<file path="config.mk">
export PLATFORM = sky130hd
export DESIGN_NAME = fp_mul_pipe_flat
export DESIGN_NICKNAME = d
export VERILOG_FILES = /design/src/rtl/fp_mul_pipe_if.sv /design/src/rtl/fp_mul_pipe.sv /design/src/flat_wrapper.sv
export SDC_FILE = /design/constraint.sdc
export NUM_CORES = 2
export LEC_CHECK = 0
export CORE_MARGIN = 2
export CORE_UTILIZATION = 50
export CTS_CLUSTER_DIAMETER = 200
export DETAILED_ROUTE_END_ITERATION = 12
export PLACE_DENSITY = 0.68
export SYNTH_ARGS = -nofsm -noshare
export SYNTH_HDL_FRONTEND = slang
export SYNTH_SLANG_ARGS = --single-unit
</file>
<file path="constraint.sdc">
create_clock -name clk -period 6.76 [get_ports clk]
set_clock_uncertainty 0.05 [all_clocks]
set_input_delay 1.352 -clock clk [delete_from_list [all_inputs] [get_ports clk]]
set_output_delay 1.352 -clock clk [all_outputs]
set_load 0.05 [all_outputs]
</file>
<file path="src/rtl/fp_mul_pipe_if.sv">
// fp_mul_pipe_if -- operand/result handshake bundle for fp_mul_pipe.
//   in_valid/in_ready/a/b        : operand transfer (upstream -> multiplier)
//   out_valid/out_ready/result/flags : result transfer (multiplier -> downstream)
//   flags = {invalid, overflow, underflow, inexact}
// Modports: master = bench/upstream side, slave = the multiplier.
interface fp_mul_pipe_if #(
  parameter int EXP_W = 8,
  parameter int MAN_W = 23
);
  localparam int W = 1 + EXP_W + MAN_W;

  logic         in_valid;
  logic         in_ready;
  logic [W-1:0] a;
  logic [W-1:0] b;
  logic         out_valid;
  logic         out_ready;
  logic [W-1:0] result;
  logic [3:0]   flags;

  modport master (
    output in_valid, a, b, out_ready,
    input  in_ready, out_valid, result, flags
  );

  modport slave (
    input  in_valid, a, b, out_ready,
    output in_ready, out_valid, result, flags
  );
endinterface

</file>
<file path="src/rtl/fp_mul_pipe.sv">
// fp_mul_pipe -- pipelined IEEE-style floating-point multiplier.
//   clk      : rising-edge clock
//   rst_n    : asynchronous active-low reset
//   bus      : fp_mul_pipe_if.slave (in_valid/in_ready/a/b, out_valid/out_ready/result/flags)
// Parameters: EXP_W exponent width, MAN_W stored mantissa width, STAGES depth (2..8).
// Stage 0 decodes operands and forms the significand product; stage 1 normalises,
// rounds and packs; remaining stages are delay registers. The whole pipe moves
// only when the output register is empty or being drained.
// Denormal operands are flushed to zero.
// Build option: define FP_MUL_PIPE_RNE_EN for round-to-nearest-even; otherwise
// results are truncated toward zero (inexact is reported either way).
module fp_mul_pipe #(
  parameter int EXP_W  = 8,
  parameter int MAN_W  = 23,
  parameter int STAGES = 3
) (
  input logic          clk,
  input logic          rst_n,
  fp_mul_pipe_if.slave bus
);
  localparam int W  = 1 + EXP_W + MAN_W;
  localparam int XW = EXP_W + 2;
  localparam int PW = 2 * MAN_W + 2;
  localparam int unsigned NS = STAGES;
  localparam logic signed [XW-1:0] BIAS    = XW'(2 ** (EXP_W - 1) - 1);
  localparam logic signed [XW-1:0] EXP_MAX = XW'(2 ** EXP_W - 1);

  typedef enum logic [1:0] {CLS_NORM, CLS_ZERO, CLS_INF, CLS_NAN} cls_t;

  logic adv;

  // operand decode
  logic [EXP_W-1:0] ea, eb;
  logic [MAN_W-1:0] ma, mb;
  logic a_zero, b_zero, a_inf, b_inf, a_nan, b_nan;
  cls_t cls_d;
  logic inv_d;
  logic signed [XW-1:0] exp_d;
  logic [PW-1:0] prod_d;

  // stage 0 registers
  logic [NS-1:0]        vld_q;
  logic                 sign_q;
  logic signed [XW-1:0] exp_q;
  logic [PW-1:0]        prod_q;
  cls_t                 cls_q;
  logic                 inv_q;

  // stage 1 datapath
  logic [PW-1:0]        norm;
  logic [MAN_W:0]       sig;
  logic                 guard, sticky, inexact, round_up, carry;
  logic [MAN_W+1:0]     sig_r;
  logic [MAN_W-1:0]     man_f;
  logic signed [XW-1:0] exp_n, exp_f;
  logic [W-1:0]         res_c;
  logic [3:0]           flg_c;

  // stages 1..STAGES-1 hold packed result/flags
  logic [W-1:0] res_q [1:STAGES-1];
  logic [3:0]   flg_q [1:STAGES-1];

  assign adv           = !vld_q[NS-1] || bus.out_ready;
  assign bus.in_ready  = adv;
  assign bus.out_valid = vld_q[NS-1];
  assign bus.result    = res_q[STAGES-1];
  assign bus.flags     = flg_q[STAGES-1];

  assign ea = bus.a[W-2:MAN_W];
  assign eb = bus.b[W-2:MAN_W];
  assign ma = bus.a[MAN_W-1:0];
  assign mb = bus.b[MAN_W-1:0];

  assign exp_d  = $signed({2'b00, ea}) + $signed({2'b00, eb}) - BIAS;
  assign prod_d = PW'({1'b1, ma}) * PW'({1'b1, mb});

  always_comb begin
    a_zero = (ea == '0);
    b_zero = (eb == '0);
    a_nan  = (&ea) && (|ma);
    b_nan  = (&eb) && (|mb);
    a_inf  = (&ea) && !(|ma);
    b_inf  = (&eb) && !(|mb);
    cls_d  = CLS_NORM;
    inv_d  = 1'b0;
    if (a_nan || b_nan) begin
      cls_d = CLS_NAN;
    end else if ((a_inf && b_zero) || (a_zero && b_inf)) begin
      cls_d = CLS_NAN;
      inv_d = 1'b1;
    end else if (a_inf || b_inf) begin
      cls_d = CLS_INF;
    end else if (a_zero || b_zero) begin
      cls_d = CLS_ZERO;
    end
  end

  // Pre-shifting the unnormalised product by one lets both cases share the
  // same significand/guard/sticky bit positions.
  always_comb begin
    norm    = prod_q[PW-1] ? prod_q : (prod_q << 1);
    sig     = norm[PW-1:MAN_W+1];
    guard   = norm[MAN_W];
    sticky  = |norm[MAN_W-1:0];
    inexact = guard | sticky;
    exp_n   = exp_q + {{(XW-1){1'b0}}, prod_q[PW-1]};
`ifdef FP_MUL_PIPE_RNE_EN
    round_up = guard & (sticky | sig[0]);
`else
    round_up = 1'b0;
`endif
    sig_r = {1'b0, sig} + {{(MAN_W+1){1'b0}}, round_up};
    carry = sig_r[MAN_W+1];
    man_f = carry ? sig_r[MAN_W:1] : sig_r[MAN_W-1:0];
    exp_f = exp_n + {{(XW-1){1'b0}}, carry};

    res_c = '0;
    flg_c = '0;
    case (cls_q)
      CLS_NAN: begin
        res_c = {1'b0, {EXP_W{1'b1}}, 1'b1, {(MAN_W-1){1'b0}}};
        flg_c = {inv_q, 3'b000};
      end
      CLS_INF:  res_c = {sign_q, {EXP_W{1'b1}}, {MAN_W{1'b0}}};
      CLS_ZERO: res_c = {sign_q, {(W-1){1'b0}}};
      default: begin
        if (exp_f >= EXP_MAX) begin
          res_c = {sign_q, {EXP_W{1'b1}}, {MAN_W{1'b0}}};
          flg_c = 4'b0101;
        end else if (exp_f[XW-1] || (exp_f == '0)) begin
          res_c = {sign_q, {(W-1){1'b0}}};
          flg_c = 4'b0011;
        end else begin
          res_c = {sign_q, exp_f[EXP_W-1:0], man_f};
          flg_c = {3'b000, inexact};
        end
      end
    endcase
  end

  always_ff @(posedge clk or negedge rst_n) begin
    if (!rst_n) begin
      vld_q  <= '0;
      sign_q <= 1'b0;
      exp_q  <= '0;
      prod_q <= '0;
      cls_q  <= CLS_ZERO;
      inv_q  <= 1'b0;
      for (int unsigned i = 1; i < NS; i++) begin
        res_q[i] <= '0;
        flg_q[i] <= '0;
      end
    end else if (adv) begin
      vld_q <= {vld_q[NS-2:0], bus.in_valid};
      if (bus.in_valid) begin
        sign_q <= bus.a[W-1] ^ bus.b[W-1];
        exp_q  <= exp_d;
        prod_q <= prod_d;
        cls_q  <= cls_d;
        inv_q  <= inv_d;
      end
      res_q[1] <= res_c;
      flg_q[1] <= flg_c;
      for (int unsigned i = 2; i < NS; i++) begin
        res_q[i] <= res_q[i-1];
        flg_q[i] <= flg_q[i-1];
      end
    end
  end
endmodule

</file>
<file path="src/flat_wrapper.sv">
// flat-port wrapper written by rule: the top's interface ports become plain ports
module fp_mul_pipe_flat 
#(
  parameter int EXP_W  = 8,
  parameter int MAN_W  = 23,
  parameter int STAGES = 3
)
  (clk, rst_n, bus_in_valid, bus_a, bus_b, bus_out_ready, bus_in_ready, bus_out_valid, bus_result, bus_flags);
  fp_mul_pipe_if #(.EXP_W(EXP_W), .MAN_W(MAN_W)) bus_i ();
  input logic clk;
  input logic rst_n;
  input wire logic [$bits(bus_i.in_valid)-1:0] bus_in_valid;
  input wire logic [$bits(bus_i.a)-1:0] bus_a;
  input wire logic [$bits(bus_i.b)-1:0] bus_b;
  input wire logic [$bits(bus_i.out_ready)-1:0] bus_out_ready;
  output wire logic [$bits(bus_i.in_ready)-1:0] bus_in_ready;
  output wire logic [$bits(bus_i.out_valid)-1:0] bus_out_valid;
  output wire logic [$bits(bus_i.result)-1:0] bus_result;
  output wire logic [$bits(bus_i.flags)-1:0] bus_flags;
  assign bus_i.in_valid = bus_in_valid;
  assign bus_i.a = bus_a;
  assign bus_i.b = bus_b;
  assign bus_i.out_ready = bus_out_ready;
  assign bus_in_ready = bus_i.in_ready;
  assign bus_out_valid = bus_i.out_valid;
  assign bus_result = bus_i.result;
  assign bus_flags = bus_i.flags;
  fp_mul_pipe #(.EXP_W(EXP_W), .MAN_W(MAN_W), .STAGES(STAGES)) u_core (.clk(clk), .rst_n(rst_n), .bus(bus_i));
endmodule
</file>
==> metrics.txt <==
vias in the first global route=23100; count of final hold-check violations=0; Setup crit end kind=flop; TritonRoute pass-1 iters=5; Post-Synth Simple-Gate Area=17.8%; top-area cell type share of the netlist area=38.0%; core box area=50200 um2; DRC=0; num rows=82; Commonest cells post-synth=600 x inv_1, 514 x nand2_1, 483 x fa_1, 246 x and2_1, 184 x ha_1; clock transition at the registers of the reported paths=0.06 ns; hpwl dp=58.5 mm; overall routing resource usage=30.2%; die area=52700 um2; leading post-synthesis cells by cell area=fa_1 38%, dfrtp_1 13%, ha_1 9.0%; deepest clock path buffer count=2; initial antenna violation count=2; Die X-Extent=230 um; Seq cells post-synth=137; area grow syn2layout=30.6%; Final nets=4042; largest area contributor in the netlist=fa_1; RePlAce Congestion=0.919; H-tree levels=4; hold_ws=0.410 ns; min-delay src=u_core.bus.result[2]; Post-Synthesis Net Count=3645; vias per cell=5.34; Hold/Removal Path Class=flop to flop; mux cell area share after synthesis=0.993%; Final WS setup=-0.576 ns; multi-input logic area=20200 um2; number of flops mapped to enable cells by yosys=0; # hold bufs at CTS=0; outcome=complete, but fails checks; Netlist cell types=68; fin crit period=7.34 ns; violations in the final reports=negative setup slack; Initial Util=50.8%; Fmax=136 MHz; yosys warns=0; clk_lat worst skew=0.41 ns; CP arrival=7.58 ns; global-route wire length before repair=124 mm; Hold Path Depth=2; Syn Area/Cell=8.75 um2; Ports=106; # fillers=3909; Final setup viols=26; max-cap violations=0; Vias=21300; complex-gate fraction of the synthesized area=6.61%; routed wire length per instance=19.6 um; register area share after synthesis=13.5%; Final period util=109%; CTS tree=done; Cell Area, Synth=25500 um2; crit path kind=primary input to flop; R2R depth=9; area share of fa/ha/maj cells after synthesis=47.0%; Slew Viols, Final=0; post-route ant nets=0; pin count of the biggest net entering global routing=88; Synth Area in XOR/XNOR=1.93%; Die Ht=230 um; Async S/R FF share, synth=100%; count leader, synth=inv_1; IO buf count=105; global route total overflow=0; Reg area=3430 um2; Rel. slew slack=47.7%; Slew @ Worst Pin=0.785 ns; Setup crit start=bus_a[11]; fraction of layout cells with a size suffix above 1=25.7%; Syn Inst Count=2910; Most used DFF post-synth=dfrtp_1; RSZ-0062 raised after global routing=yes; Root Buffer=clkbuf_16; Worst setup SP type=primary input; drt total wl=78.3 mm; largest family of logic cells by synthesized area=adder cells; r2r startpoint=u_core.prod_q[47]; Num CTS Buffers=17; Iter 0 DRT Violations=1458; CP required=7.01 ns; Worst Path Max Fanout=8; clock sink count=137
-- layout by cell type (no fill, tap or decap), types with 8 or more instances in the layout --
master           synthesis  routed
nor2_1                  80      68
and2_1                 246     194
ha_4                     0      26
o21ai_0                 85      60
and2_4                   0      52
o21a_1                   9       9
nor2_2                   1       9
nor4_1                  24      22
buf_12                   0      64
nand4_1                 32      32
nand2_4                  0       9
clkdlybuf4s50_1          0      58
a21oi_4                  0       8
nand3_1                 18      17
dfrtp_1                136     136
nand2_1                514     486
inv_2                    0      64
buf_16                   0      13
buf_6                    0      50
a21oi_1                 68      44
buf_2                    1      21
xnor2_1                 38      30
buf_4                   36     332
ha_1                   184     156
xor2_1                  18      14
a21oi_2                  0      16
inv_1                  600     527
mux2i_1                 23      23
o21bai_1                14       9
fa_1                   483     447
fa_2                     0      36
a21o_1                  29      29
nand2_2                  1      20
nor3_1                  18      17
o21ai_1                  0      21
clkbuf_16                0      17
and3_1                   8       8
buf_8                    0      15
-- worst max-delay path, stage by stage --
cell and delay [ns]:
buf_12 0.12, buf_12 0.14, buf_8 0.13, and2_4 0.14, fa_1 0.56, inv_2 0.05, fa_1 0.54, inv_1 0.05
fa_1 0.50, fa_1 0.46, fa_2 0.49, fa_1 0.54, inv_2 0.05, fa_1 0.60, inv_2 0.07, ha_4 0.28
nand4_1 0.19, o41a_1 0.50, o31a_1 0.31, o2111a_1 0.25, a221o_1 0.25
-- worst paths after layout --
path / slack, ns / to
worst min register to register: 0.41 / u_core.bus.result[2]
worst max-delay path: -0.58 / u_core.prod_q[43]
worst max register to register: 3.39 / u_core.res_q[38]
max in group asynchronous: 4.57 / u_core.prod_q[30]
min in group asynchronous: 0.94 / u_core.bus.result[25]
worst min-delay path: 0.41 / u_core.bus.result[2]
-- routing by layer --
| metal | up-vias | global-route usage [%] | part of all wire [%] |
|---|---|---|---|
| met1 | 10700 | 38.8 | 39 |
| met3 | 231 | 5.54 | 8.2 |
| li1 | 9536 | - | - |
| met4 | 0 | 11.3 | 4.7 |
| met5 | - | 0 | 0 |
| met2 | 841 | 50.9 | 48 |
-- flip-flops by register name, indices dropped and copies added, names as in the netlist --
| register | flops |
|---|---|
| u_core.inv_q | 1 |
| u_core.flg_q | 4 |
| u_core.cls_q | 2 |
| u_core.exp_q | 10 |
| u_core.res_q | 32 |
| u_core.vld_q | 3 |
| u_core.prod_q | 48 |
| u_core.bus.result | 32 |
| u_core.sign_q | 1 |
| u_core.bus.flags | 4 |
-- layout make-up --
class,count,area share [%]
timing repair buffer,567,17.7
clock buffer,24,1.45
multi-input combinational,1980,60.8
sequential,137,10.3
inverter,604,7.00
clock inverter,8,0.211
tap,672,2.53
antenna,1,0.00753
-- through the flow --
stage	worst slack [ns]	std cells	TNS, ns	area, um2	utilization (%)
2_1_floorplan	-0.443	2910	-5.57	26200	-
3_3_place_gp	-1.38	3812	-39.52	29700	59.2
3_5_place_dp	-1.46	3812	-41.98	29700	59.2
4_1_cts	-0.531	3971	-9.15	32600	65.0
5_1_grt	-0.796	3992	-14.81	33200	66.3
6_report	-0.576	3993	-9.93	33200	66.3
-- what timing repair did --
action,in CTS,in global routing
pin swaps,156,130
endpoints found under the setup margin,36,34
buffers inserted,104,29
gates cloned,23,1
resized for setup,432,184
-- cell families (layout without fill, tap and decap cells) --
group / count (synthesis) / count (layout)
other cells: 0 / 1
simple gates: 965 / 965
mux: 25 / 25
xor+xnor: 56 / 56
buf+inv: 793 / 1203
flops: 137 / 137
compound gates: 267 / 267
fa+ha+maj: 667 / 667
Power is not shown: default switching activity piles up to over one toggle a cycle in this logic, so the estimate is an artifact.
